$ cat config.mk
export PLATFORM = sky130hd
export DESIGN_NAME = psram_async_ctrl
export DESIGN_NICKNAME = d
export VERILOG_FILES = /design/src/rtl/psram_async_ctrl.sv
export SDC_FILE = /design/constraint.sdc
export NUM_CORES = 1
export LEC_CHECK = 0
export BUFFER_PORTS_ARGS = -buffer_cell sky130_fd_sc_hd__buf_4
export CAP_MARGIN = 40
export CORE_MARGIN = 8
export CORE_UTILIZATION = 55
export DETAILED_ROUTE_END_ITERATION = 6
export PLACE_DENSITY = 0.95
export SLEW_MARGIN = 20
export SYNTH_ARGS = -nofsm -noshare
export SYNTH_HDL_FRONTEND = slang
export SYNTH_SLANG_ARGS = --single-unit
$ cat constraint.sdc
create_clock -name OPB_Clk -period 3.75 [get_ports OPB_Clk]
set_input_delay 0.1875 -clock OPB_Clk [delete_from_list [all_inputs] [get_ports OPB_Clk]]
set_output_delay 0.1875 -clock OPB_Clk [all_outputs]
set_load 0.01 [all_outputs]
$ cat src/rtl/psram_async_ctrl.sv
// OPB slave bridging 16/32-bit accesses onto an address/data-multiplexed async PSRAM bus.
// Define PSRAM_READ32_EN to split 32-bit reads into two 16-bit phases; otherwise reads are 16-bit.
module psram_async_ctrl #(
    parameter int unsigned ADDR_W  = 24,
    parameter int unsigned WR_WAIT = 4,
    parameter int unsigned RD_WAIT = 4,
    parameter int unsigned RECOVER = 2
) (
    input  logic              OPB_Clk,
    input  logic              OPB_Rst,
    input  logic [ADDR_W-1:0] OPB_ABus,
    input  logic [3:0]        OPB_BE,
    input  logic [31:0]       OPB_DBus,
    input  logic              OPB_32Bit,
    input  logic              OPB_RNW,
    input  logic              OPB_select,
    output logic [31:0]       Sln_DBus,
    output logic              Sln_xferAck,
    input  logic [15:0]       PSRAM_Mem_DQ_I,
    output logic [15:0]       PSRAM_Mem_DQ_O,
    output logic              PSRAM_Mem_DQ_OE,
    output logic [ADDR_W-3:0] PSRAM_Mem_A,
    output logic [1:0]        PSRAM_Mem_BE,
    output logic              PSRAM_Mem_WE,
    output logic              PSRAM_Mem_OEN,
    output logic              PSRAM_Mem_CEN0,
    output logic              PSRAM_Mem_CEN1,
    output logic              PSRAM_Mem_ADV
);

`ifdef PSRAM_READ32_EN
    localparam bit READ32 = 1'b1;
`else
    localparam bit READ32 = 1'b0;
`endif

    localparam logic [7:0] WR_LOAD  = 8'(WR_WAIT - 1);
    localparam logic [7:0] RD_LOAD  = 8'(RD_WAIT - 1);
    localparam logic [7:0] REC_LOAD = (RECOVER == 0) ? 8'd0 : 8'(RECOVER - 1);

    typedef enum logic [2:0] {
        StIdle,
        StAddr,
        StWrData,
        StRdWait,
        StRdCap,
        StRecov,
        StAck
    } state_e;

    state_e              state_q, state_d;
    logic [7:0]          cnt_q, cnt_d;
    logic                phase_q, phase_d;
    logic                sel_q;
    logic [ADDR_W-1:0]   abus_q;
    logic [3:0]          be_q;
    logic [31:0]         dbus_q;
    logic                rnw_q;
    logic                b32_q;
    logic [15:0]         cap_hi_q;
    logic [15:0]         cap_lo_q;
    logic [31:0]         rdata_q;

    logic                start;
    logic                in_two_phase;
    logic                two_phase;
    logic [ADDR_W-3:0]   word_addr;
    logic [15:0]         ph_data;
    logic [1:0]          ph_be;
    logic                cen_on;
    logic [15:0]         next_lo;
    logic [31:0]         rdata_d;
    logic                rdata_load;
    logic                unused_abus0;

    assign unused_abus0 = abus_q[0];

    assign start        = OPB_select & ~sel_q;
    assign in_two_phase = OPB_32Bit & (~OPB_RNW | READ32);
    assign two_phase    = b32_q & (~rnw_q | READ32);

    // Phase 1 is always the final phase; single-phase accesses start directly in phase 1.
    assign word_addr = two_phase ? {abus_q[ADDR_W-2:2], phase_q} : abus_q[ADDR_W-2:1];
    assign ph_data   = phase_q ? dbus_q[15:0] : dbus_q[31:16];
    assign ph_be     = phase_q ? ~be_q[1:0] : ~be_q[3:2];

    // Forward the word being captured so RECOVER == 0 still returns fresh data.
    assign next_lo    = (state_q == StRdCap && phase_q) ? PSRAM_Mem_DQ_I : cap_lo_q;
    assign rdata_d    = two_phase ? {cap_hi_q, next_lo} : {next_lo, next_lo};
    assign rdata_load = (state_d == StAck) && (state_q != StAck) && rnw_q;

    always_comb begin
        state_d = state_q;
        cnt_d   = cnt_q;
        phase_d = phase_q;

        unique case (state_q)
            StIdle: begin
                if (start) begin
                    state_d = StAddr;
                    phase_d = ~in_two_phase;
                end
            end
            StAddr: begin
                if (rnw_q) begin
                    state_d = StRdWait;
                    cnt_d   = RD_LOAD;
                end else begin
                    state_d = StWrData;
                    cnt_d   = WR_LOAD;
                end
            end
            StWrData, StRdCap: begin
                if (state_q == StRdCap || cnt_q == 8'd0) begin
                    cnt_d = REC_LOAD;
                    if (RECOVER != 0) begin
                        state_d = StRecov;
                    end else if (phase_q) begin
                        state_d = StAck;
                    end else begin
                        state_d = StAddr;
                        phase_d = 1'b1;
                    end
                end else begin
                    cnt_d = cnt_q - 8'd1;
                end
            end
            StRdWait: begin
                if (cnt_q == 8'd0) begin
                    state_d = StRdCap;
                end else begin
                    cnt_d = cnt_q - 8'd1;
                end
            end
            StRecov: begin
                if (cnt_q != 8'd0) begin
                    cnt_d = cnt_q - 8'd1;
                end else if (phase_q) begin
                    state_d = StAck;
                end else begin
                    state_d = StAddr;
                    phase_d = 1'b1;
                end
            end
            StAck: begin
                state_d = StIdle;
            end
            default: begin
                state_d = StIdle;
            end
        endcase
    end

    always_comb begin
        PSRAM_Mem_ADV   = 1'b1;
        PSRAM_Mem_WE    = 1'b1;
        PSRAM_Mem_OEN   = 1'b1;
        PSRAM_Mem_BE    = 2'b11;
        PSRAM_Mem_DQ_OE = 1'b0;
        PSRAM_Mem_DQ_O  = 16'h0000;
        cen_on          = 1'b0;

        unique case (state_q)
            StAddr: begin
                cen_on          = 1'b1;
                PSRAM_Mem_ADV   = 1'b0;
                PSRAM_Mem_DQ_OE = 1'b1;
                PSRAM_Mem_DQ_O  = word_addr[15:0];
                PSRAM_Mem_BE    = rnw_q ? 2'b00 : ph_be;
            end
            StWrData: begin
                cen_on          = 1'b1;
                PSRAM_Mem_WE    = 1'b0;
                PSRAM_Mem_DQ_OE = 1'b1;
                PSRAM_Mem_DQ_O  = ph_data;
                PSRAM_Mem_BE    = ph_be;
            end
            StRdWait, StRdCap: begin
                cen_on        = 1'b1;
                PSRAM_Mem_OEN = 1'b0;
                PSRAM_Mem_BE  = 2'b00;
            end
            default: begin
            end
        endcase

        PSRAM_Mem_CEN0 = ~(cen_on & ~abus_q[ADDR_W-1]);
        PSRAM_Mem_CEN1 = ~(cen_on & abus_q[ADDR_W-1]);
    end

    assign PSRAM_Mem_A = word_addr;
    assign Sln_xferAck = (state_q == StAck);
    assign Sln_DBus    = rdata_q;

    always_ff @(posedge OPB_Clk or negedge OPB_Rst) begin
        if (!OPB_Rst) begin
            state_q  <= StIdle;
            cnt_q    <= 8'd0;
            phase_q  <= 1'b0;
            sel_q    <= 1'b0;
            abus_q   <= '0;
            be_q     <= 4'h0;
            dbus_q   <= 32'h0;
            rnw_q    <= 1'b0;
            b32_q    <= 1'b0;
            cap_hi_q <= 16'h0;
            cap_lo_q <= 16'h0;
            rdata_q  <= 32'h0;
        end else begin
            state_q <= state_d;
            cnt_q   <= cnt_d;
            phase_q <= phase_d;
            sel_q   <= OPB_select;
            if (state_q == StIdle && start) begin
                abus_q <= OPB_ABus;
                be_q   <= OPB_BE;
                dbus_q <= OPB_DBus;
                rnw_q  <= OPB_RNW;
                b32_q  <= OPB_32Bit;
            end
            if (state_q == StRdCap) begin
                if (phase_q) begin
                    cap_lo_q <= PSRAM_Mem_DQ_I;
                end else begin
                    cap_hi_q <= PSRAM_Mem_DQ_I;
                end
            end
            if (rdata_load) begin
                rdata_q <= rdata_d;
            end
        end
    end

endmodule

==> results.py, run 1 <==
metrics = {
    "run_status": {
        "status": "finished clean",
    },
    "global_routing": {
        "grt_antenna_before_repair": 1,
        "grt.total_usage_pct": 27.9,
        "busiest_layer": "met2",
        "met2_usage_pct": 48.2,
        "global_route.usage.met1_pct": 30.3,
        "grt_pass1_vias": 5256,
        "grt_use_met3_pct": 7.92,
        "grt_pass1_wl_mm": 28.5,
        "grt_max_degree": 64,
        "grt_overflow": 0,
    },
    "power_and_ir_drop": {
        "pwr-share-seq_pct": 35.8,
        "cell_internal_pwr_mw": 3.97,
        "p_sw_share_pct": 35.9,
        "power.density_mw_per_mm2": 772,
        "comb_power_share_pct": 37.9,
        "power_switching_mw": 2.22,
        "p_clk_share_pct": 26.4,
        "leakage_nw": 3.83,
        "ir_drop_mv": 0.487,
    },
    "place": {
        "dp_cells": 696,
        "place_hpwl_mm": 9.88,
        "dp_slack_ns": 1.20,
        "gp_congestion": 0.830,
        "io_buffer_count": 158,
    },
    "synth": {
        "ys_seq_elements": 122,
        "synthMuxAreaShare_pct": 19.2,
        "synth_compound_gate_area_share_pct": 10.2,
        "synth_top_area_share_pct": 55.4,
        "syn-num-nets": 527,
        "yosysMostFrequentCell": "dfrtp_1",
        "yosysTopAreaCell": "dfrtp_1",
        "synth-simple-area-share_pct": 7.91,
        "ys_async_sr_fraction_pct": 100,
        "synth_cells": 445,
        "ys_seq_area_share_pct": 55.4,
        "synthTopCellsByCount": "dfrtp_1 (122), mux2_2 (78), o21a_1 (34)",
        "synth_edf_count": 0,
        "ys.flop_type": "dfrtp_1",
        "synthXorXnorAreaFrac_pct": 0.954,
        "yosysUniqueCellTypes": 43,
        "synth_area_leaders": "dfrtp_1 (55%), mux2_2 (16%), o21a_1 (4.6%)",
        "syn_area_per_cell_um2": 12.4,
        "synth_top_family_by_area": "multiplexers",
        "syn_area_mm2": 0.00551,
        "yosysWarnings": 0,
        "synth_adder_area_share_pct": 0.227,
    },
    "critical_path": {
        "reg2reg_to": "cnt_q[7]",
        "path_buf_inv": 1,
        "cpMaxStageDelayCell": "dfrtp_1",
        "worstPathArrival_ns": 2.90,
        "start_kind": "flop",
        "path_cells": "nor2_1 -> nand2_1 -> o21ai_0 -> buf_4",
        "crit_start": "state_q[2]",
        "critical_path.endpoint": "PSRAM_Mem_DQ_O[15]",
        "crit_fanout": 24,
        "required_ns": 3.56,
        "critPathKind": "reg2out",
        "reg2reg_slack_ns": 1.11,
        "regToRegStartpoint": "state_q[2]",
        "critical-path-max-stage-delay_ns": 0.71,
        "cpLargestDelayFamily": "simple AND/OR/NAND/NOR gates",
        "ff2ff_path_depth": 4,
        "cp-end-kind": "primary output",
        "crit_cells": 4,
    },
    "finish": {
        "syn2layout_area_growth_pct": 45.6,
        "n_fill_cell": 433,
        "final_util_pct": 82.4,
        "fin_nets": 743,
        "final_cells": 806,
        "drive_gt1_share_pct": 41.7,
    },
    "timing": {
        "fin_ws_ns": 0.659,
        "finClkSkew_ns": 0.00981,
        "final.period_utilization_pct": 82.4,
        "whs_ns": 0.238,
        "slew_violations": 0,
        "slew_headroom_pct": 40.4,
        "hold_violations": 0,
        "setup_violations": 0,
        "clock.fmax_mhz": 323,
        "rsz0062_at_grt": "no",
        "setup_tns_ns": 0,
        "tightest_slew_ns": 0.894,
        "finalCriticalPeriod_ns": 3.09,
    },
    "cts": {
        "insertion_delay_ns": 0.52,
        "cts_max_path_buffers": 2,
        "cts-root-buf": "clkbuf_8",
        "cts_made_buffers": 17,
        "cts_tree": "built",
        "post-cts-setup-buffer-count": 0,
        "numClockSinks": 122,
        "htreeDepth": 4,
        "clkTransAtPathRegs_ns": 0.06,
        "cts_resized": 0,
    },
    "hold_path": {
        "min-delay-path-class": "in2async",
    },
    "drt": {
        "wl_per_cell_um": 22.4,
        "drt_iter0_markers": 388,
        "remaining_drc_errors": 0,
        "vias_per_cell": 5.82,
        "antenna_left": 0,
        "firstDrtPassIters": 5,
        "wl_mm": 18.1,
        "via_count": 4690,
    },
    "die": {
        "die_y_um": 116,
        "rows": 36,
        "ios": 160,
        "coreArea_mm2": 0.00973,
        "dieArea_mm2": 0.0135,
        "die_x_um": 116,
        "initial_core_util_pct": 56.6,
    },
    "job": {
        "drv_cap": 0,
    },
}
==> registers in the layout, summed over array words and instances (netlist names) <==
name / flops
abus_q: 23
dbus_q: 32
be_q: 4
rnw_q: 1
cap_lo_q: 16
sel_q: 1
b32_q: 1
Sln_DBus: 32
phase_q: 1
state_q: 3
cnt_q: 8
==> cell type report <==
class | instances | area (µm²) | area share, %
Clock buffer | 17 | 414 | 5.17
Timing Repair Buffer | 244 | 2040 | 25.5
Multi-Input combinational cell | 269 | 2140 | 26.7
Sequential cell | 122 | 3050 | 38.1
Tap cell | 133 | 166 | 2.08
Inverter | 7 | 26.3 | 0.328
Antenna cell | 1 | 2.50 | 0.0312
Clock inverter | 13 | 169 | 2.11
==> timing repair <==
item | in CTS | in global routing
endpoints found under the setup margin | 0 | 0
hold buffers | 79 | 0
hold endpoints to repair | 123 | 0
==> how the worst min path moves through the flow <==
stage                     cells after the start  slack [ns]       start           to
final                                         2        0.24     OPB_Rst  cap_lo_q[4]
after global routing                          2        0.29     OPB_Rst  cap_lo_q[4]
after CTS                                     2        0.22     OPB_Rst  cap_lo_q[4]
after detailed placement                      1        0.23     OPB_Rst  cap_lo_q[4]
after global placement                        1        0.31  OPB_select        sel_q
after floorplan                               0       -0.11     OPB_Rst  Sln_DBus[0]
==> stage by stage <==
| stage | total power [mW] | instance area (µm²) |
|---|---|---|
| final | 6.19 | 8020 |
| after global routing | 6.45 | 8020 |
| after CTS | 5.99 | 8010 |
| after detailed placement | 4.28 | 6640 |
| after global placement | 4.14 | 6620 |
| after floorplan | 3.47 | 5510 |
==> power by group through the flow <==
stage               clock network (mW)  registers [mW]  logic [mW]
floorplan                            0            2.01        1.47
global placement                     0            2.10        2.04
detailed placement                   0            2.14        2.13
CTS                               1.63            2.14        2.22
global route                      1.70            2.25        2.50
finish                            1.63            2.21        2.34
==> layer usage <==
metal	share of wire, %	vias up
met5	0	-
li1	-	1982
met4	4.2	0
met1	35	2311
met3	9.4	73
met2	51	324
==> cell usage in the layout (no fill, tap or decap), types with 15 or more instances in the layout <==
cell,count
buf_4,164
dfrtp_1,122
dlygate4sd3_1,79
mux2_2,78
o21a_1,34
nand2_1,25
o21ai_0,23
nand2b_1,20
mux2i_1,18
clkbuf_16,16
nor2_1,15
==> kinds of logic (layout without fill, tap and decap cells) <==
| group | after synthesis | after routing |
|---|---|---|
| AO/OA/AOI/OAI | 84 | 84 |
| flip-flops | 122 | 122 |
| AND/OR/NAND/NOR | 82 | 82 |
| adder cells (fa/ha/maj) | 1 | 1 |
| multiplexers | 96 | 96 |
| buffers and inverters | 54 | 281 |
| other | 0 | 1 |
| XOR/XNOR | 6 | 6 |
Power figures use the tool's default switching activity.
==> inputs of run 2 (changes only) <==
Settings changed: ABC_AREA set to 1, CORE_UTILIZATION 55 to 52, PLACE_DENSITY 0.95 to 0.9.
Clock period 3.75 ns to 3 ns, I/O delays scaled along.
==> results.py, run 2 <==
metrics = {
    "run_status": {
        "status": "complete, but fails checks",
        "violations": "DRC",
    },
    "cts": {
        "cts_resized": 0,
        "insertion_delay_ns": 0.55,
        "cts_made_buffers": 17,
        "post-cts-setup-buffer-count": 0,
        "ctsHoldBuffers": 79,
        "cts-root-buf": "clkbuf_8",
        "numClockSinks": 128,
        "htreeDepth": 4,
        "cts_tree": "built",
        "cts_max_path_buffers": 2,
        "clkTransAtPathRegs_ns": 0.06,
    },
    "drt": {
        "wl_per_cell_um": 21.7,
        "wl_met3_mm": 2.09,
        "firstDrtPassIters": 7,
        "wl_mm": 21.3,
        "top_layer": "met4",
        "wl_met2_mm": 10.8,
        "remaining_drc_errors": 7,
        "met1_length_mm": 7.01,
        "antenna_left": 0,
        "drt_iter0_markers": 706,
        "vias_per_cell": 5.78,
        "via_count": 5674,
    },
    "global_routing": {
        "grt_overflow": 0,
        "grt_pass1_vias": 6120,
        "grt.total_usage_pct": 29.1,
        "grt_max_degree": 69,
        "grt_pass1_wl_mm": 33.1,
        "grt_antenna_before_repair": 1,
    },
    "critical_path": {
        "cp-end-kind": "primary output",
        "start_kind": "flop",
        "crit_fanout": 12,
        "path_cells": "inv_1 -> nand3_1 -> buf_4 -> o31ai_1 -> buf_4",
        "cpMaxStageDelayCell": "dfrtp_1",
        "crit_top_cell": "buf_4",
        "required_ns": 2.85,
        "worstPathArrival_ns": 2.60,
        "critPathKind": "reg2out",
        "critical-path-max-stage-delay_ns": 0.48,
    },
    "die": {
        "initial_core_util_pct": 53.7,
        "ios": 160,
        "die_y_um": 122,
        "dieArea_mm2": 0.0149,
        "coreArea_mm2": 0.0109,
        "die_x_um": 122,
        "rows": 38,
    },
    "timing": {
        "finClkSkew_ns": 0.0163,
        "finalCriticalPeriod_ns": 2.75,
        "clock.fmax_mhz": 364,
        "final.period_utilization_pct": 91.5,
        "setup_tns_ns": 0,
        "whs_ns": 0.294,
        "rsz0062_at_grt": "no",
        "setup_violations": 0,
        "slew_violations": 0,
        "fin_ws_ns": 0.254,
        "slew_headroom_pct": 53.4,
        "tightest_slew_ns": 0.697,
        "hold_violations": 0,
    },
    "place": {
        "place_hpwl_mm": 10.8,
        "placed_cell_area_mm2": 0.00697,
        "gp_congestion": 0.929,
        "dp_slack_ns": 0.598,
        "io_buffer_count": 158,
    },
    "synth": {
        "yosysUniqueCellTypes": 35,
        "synth_top_area_share_pct": 54.7,
        "yosysMostFrequentCell": "nand2_1",
        "syn-num-nets": 694,
        "synth_cells": 612,
        "syn_area_per_cell_um2": 9.56,
        "ys_async_sr_fraction_pct": 100,
        "synth_area_leaders": "dfrtp_1 (55%), nand2_1 (13%), mux2_2 (11%)",
        "ys_seq_elements": 128,
        "yosysTopAreaCell": "dfrtp_1",
        "ys.flop_type": "dfrtp_1",
        "synthTopCellsByCount": "nand2_1 (195), dfrtp_1 (128), mux2_2 (57)",
        "ys_seq_area_share_pct": 54.7,
        "yosysWarnings": 0,
        "synth_edf_count": 0,
        "syn_area_mm2": 0.00585,
    },
    "finish": {
        "drive_gt1_share_pct": 32.0,
        "n_fill_cell": 559,
        "final_util_pct": 76.6,
        "multi_input_area_mm2": 0.00223,
        "fin_nets": 910,
        "final_common_cell": "nand2_1",
        "regArea_mm2": 0.00320,
        "fin_area_mm2": 0.00834,
        "syn2layout_area_growth_pct": 42.6,
        "final_cell_mix": "nand2_1 (195), buf_4 (162), dfrtp_1 (128)",
    },
    "power_and_ir_drop": {
        "leakage_nw": 4.11,
        "ir_drop_mv": 0.804,
        "power.density_mw_per_mm2": 1120,
    },
    "hold_path": {
        "min-delay-path-class": "in2reg",
    },
    "job": {
        "drv_cap": 0,
    },
}
==> run 2: cell count changes after synthesis, moves of 6 or more <==
cell      delta
mux2_2      -21
o31ai_1     +16
nand2_1    +170
nand3_1      +7
dfrtp_1      +6
mux2i_1     -18
o21a_1      -34
inv_1       +17
o21ai_0     +13
nor2_1      +36
nand2b_1    -20
nand2_2      +7
==> run 2: report_power, final <==
group          internal, mW  switching [mW]  total (mW)
clock                  1.14           0.830        1.97
sequential             2.58           0.643        3.23
combinational          1.79            2.34        4.13
total                  5.51            3.81        9.33
==> run 2: cell families (layout without fill, tap and decap cells) <==
group / Yosys count / count (layout) / synth area share, %
other: 0 / 1 / 0
adder cells (fa/ha/maj): 1 / 1 / 0.214
XOR/XNOR: 1 / 1 / 0.150
buffers and inverters: 77 / 305 / 7.19
AO/OA/AOI/OAI: 67 / 67 / 6.65
flip-flops: 128 / 128 / 54.7
multiplexers: 58 / 58 / 11.2
AND/OR/NAND/NOR: 280 / 280 / 19.9
==> run 2: critical path, delay by kind of cell (launching register included) <==
kind,cells,cell delay (ns)
flip-flops,1,0.48
AND/OR/NAND/NOR,1,0.46
AO/OA/AOI/OAI,1,0.37
buffers and inverters,3,0.73
==> run 2: cell type report <==
| type | count | area share (%) |
|---|---|---|
| antenna | 1 | 0.0300 |
| clock buffer | 22 | 5.43 |
| clock inverter | 9 | 1.02 |
| inverter | 29 | 1.33 |
| multi-input combinational | 407 | 26.7 |
| sequential | 128 | 38.4 |
| tap | 140 | 2.10 |
| timing repair buffer | 245 | 25.0 |
==> run 2: through the flow <==
stage	cells	power, mW
final	981	9.33
after global routing	981	9.73
after CTS	978	8.89
after detailed placement	868	6.84
after global placement	868	6.65
after floorplan	612	5.35
==> run 2: final timing paths <==
kind                               from                end  slack (ns)  cells after the start
min                          OPB_select              sel_q        0.29                      2
max in group asynchronous       OPB_Rst         dbus_q[24]        1.87                      4
max reg2reg                    cnt_q[0]       Sln_DBus[12]        0.37                     10
min reg2reg                Sln_DBus[24]       Sln_DBus[24]        0.48                      2
min in group asynchronous       OPB_Rst          dbus_q[2]        0.55                      3
max                          state_q[2]  PSRAM_Mem_DQ_O[6]        0.25                      5
==> run 2: routing by layer <==
metal / vias to the layer above / track usage, %
li1: 2395 / -
met1: 2719 / 30.1
met2: 432 / 49.3
met3: 128 / 10.1
met4: 0 / 19.3
met5: - / 0
==> inputs of run 3 (changes only) <==
Settings changed: CELL_PAD_IN_SITES_DETAIL_PLACEMENT set to 0, CELL_PAD_IN_SITES_GLOBAL_PLACEMENT set to 1, CORE_UTILIZATION 52 to 39.
==> results.py, run 3 (same netlist as run 2, synthesis figures left out) <==
metrics = {
    "power_and_ir_drop": {
        "power_switching_mw": 3.26,
        "ir_drop_mv": 0.710,
        "p_sw_share_pct": 36.9,
        "power.density_mw_per_mm2": 1050,
        "cell_internal_pwr_mw": 5.57,
        "pwr-share-seq_pct": 35.1,
        "p_clk_share_pct": 21.9,
        "leakage_nw": 4.11,
        "p_total_mw": 8.83,
        "comb_power_share_pct": 43.0,
    },
    "critical_path": {
        "required_ns": 2.85,
        "cpLargestDelayFamily": "buffers and inverters",
        "crit_fanout": 12,
        "worstPathArrival_ns": 2.22,
        "path_buf_inv": 3,
        "ff2ff_path_depth": 10,
        "cpMaxStageDelayCell": "nor2_1",
        "path_cells": "inv_2 -> nand2_1 -> nor2_1 -> buf_4 -> nand2_1 -> o31ai_1 -> buf_4",
        "reg2reg_to": "Sln_DBus[5]",
        "regToRegStartpoint": "cnt_q[0]",
        "critPathKind": "reg2out",
        "start_kind": "flop",
        "cp-end-kind": "primary output",
        "reg2reg_slack_ns": 0.70,
        "critical-path-max-stage-delay_ns": 0.48,
    },
    "run_status": {
        "status": "finished clean",
    },
    "drt": {
        "vias_per_cell": 4.91,
        "via_count": 5015,
        "wl_per_cell_um": 16.8,
        "remaining_drc_errors": 0,
        "drt_iter0_markers": 266,
        "wl_mm": 17.1,
        "antenna_left": 0,
        "firstDrtPassIters": 5,
    },
    "die": {
        "dieArea_mm2": 0.0192,
        "die_x_um": 138,
        "die_y_um": 138,
        "initial_core_util_pct": 40.1,
        "ios": 160,
        "rows": 44,
        "coreArea_mm2": 0.0146,
    },
    "timing": {
        "slew_violations": 0,
        "setup_tns_ns": 0,
        "finClkSkew_ns": 0.00710,
        "slew_headroom_pct": 55.1,
        "final.period_utilization_pct": 79.1,
        "tightest_slew_ns": 0.670,
        "clock.fmax_mhz": 421,
        "finalCriticalPeriod_ns": 2.37,
        "hold_violations": 0,
        "rsz0062_at_grt": "no",
        "setup_violations": 0,
    },
    "global_routing": {
        "grt_max_degree": 64,
        "grt_pass1_vias": 5566,
        "grt_overflow": 0,
        "grt_antenna_before_repair": 1,
        "grt_pass1_wl_mm": 28.4,
        "grt.total_usage_pct": 18.2,
    },
    "cts": {
        "htreeDepth": 4,
        "cts-root-buf": "clkbuf_16",
        "ctsHoldBuffers": 77,
        "clkTransAtPathRegs_ns": 0.06,
        "post-cts-setup-buffer-count": 0,
        "cts_max_path_buffers": 2,
        "numClockSinks": 128,
        "cts_resized": 0,
        "cts_tree": "built",
        "cts_made_buffers": 17,
        "insertion_delay_ns": 0.41,
    },
    "finish": {
        "multi_input_area_mm2": 0.00223,
        "fin_nets": 908,
        "drive_gt1_share_pct": 32.1,
        "final_cells": 1021,
        "n_fill_cell": 1216,
        "final_cell_mix": "nand2_1 (195), buf_4 (164), dfrtp_1 (128)",
        "final_common_cell": "nand2_1",
        "syn2layout_area_growth_pct": 43.1,
        "regArea_mm2": 0.00320,
    },
    "place": {
        "io_buffer_count": 158,
        "gp_congestion": 0.869,
        "place_hpwl_mm": 10.9,
        "dp_cells": 914,
    },
    "hold_path": {
        "hold_end": "rnw_q",
        "hold_depth": 3,
        "holdCritStartpoint": "OPB_RNW",
        "min-delay-path-class": "in2reg",
    },
    "job": {
        "drv_cap": 0,
    },
}
## run 3: cell count changes in the layout (fill, tap and decap cells not counted), sizes merged
| cell | change |
|---|---|
| buf | +1 |
| clkbuf | +2 |
| clkinv | -1 |
| clkinvlp | -2 |
| dlygate4sd3 | -3 |
| inv | -1 |
## run 3: worst register-to-register path, cell delays in order (launching register included)
cell,delay [ns]
dfrtp_1,0.40
inv_1,0.12
ha_1,0.27
nand2_2,0.11
nor2_4,0.21
nand2_2,0.13
nand4_4,0.10
buf_4,0.33
inv_2,0.29
nand2_1,0.16
nand2_1,0.06
## run 3: cell type report
type	count	area share, %
Antenna cell	1	0.0299
Clock buffer	24	5.87
Clock inverter	5	0.673
Inverter	29	1.33
Multi-Input combinational cell	407	26.6
Sequential cell	128	38.3
Tap cell	184	2.75
Timing Repair Buffer	243	24.5
## run 3: per-stage QoR
step	instance area, µm²	util [%]	worst slack, ns	hold WS [ns]
3_3_place_gp	7020	48.1	0.784	0.270
2_1_floorplan	5850	-	1.39	-0.146
3_5_place_dp	7050	48.3	0.713	0.0314
5_1_grt	8370	57.4	0.405	0.0234
6_report	8370	57.4	0.627	0.0123
4_1_cts	8370	57.4	0.629	0.000770
## run 3: power by group through the flow
stage / logic (mW) / clock network, mW / registers [mW]
4_1_cts: 3.82 / 1.96 / 3.10
2_1_floorplan: 2.28 / 0 / 3.07
3_5_place_dp: 3.72 / 0 / 3.12
3_3_place_gp: 3.63 / 0 / 3.07
5_1_grt: 4.21 / 2.04 / 3.20
6_report: 3.80 / 1.93 / 3.10
## run 3: worst max path at each step
stage | start | to | depth (start not counted)
after detailed placement | cnt_q[0] | Sln_DBus[3] | 10
after CTS | state_q[0] | PSRAM_Mem_BE[0] | 7
after global placement | cnt_q[0] | Sln_DBus[3] | 10
final | state_q[1] | PSRAM_Mem_DQ_O[6] | 7
after global routing | state_q[1] | PSRAM_Mem_DQ_O[8] | 7
after floorplan | cnt_q[0] | Sln_DBus[12] | 10
## run 3: metal layers
metal	track usage [%]	up-vias	wire length, µm
li1	-	2401	-
met1	18.9	2449	6600
met2	33.2	140	9080
met3	6.78	25	1170
met4	5.61	0	279
met5	0	-	0
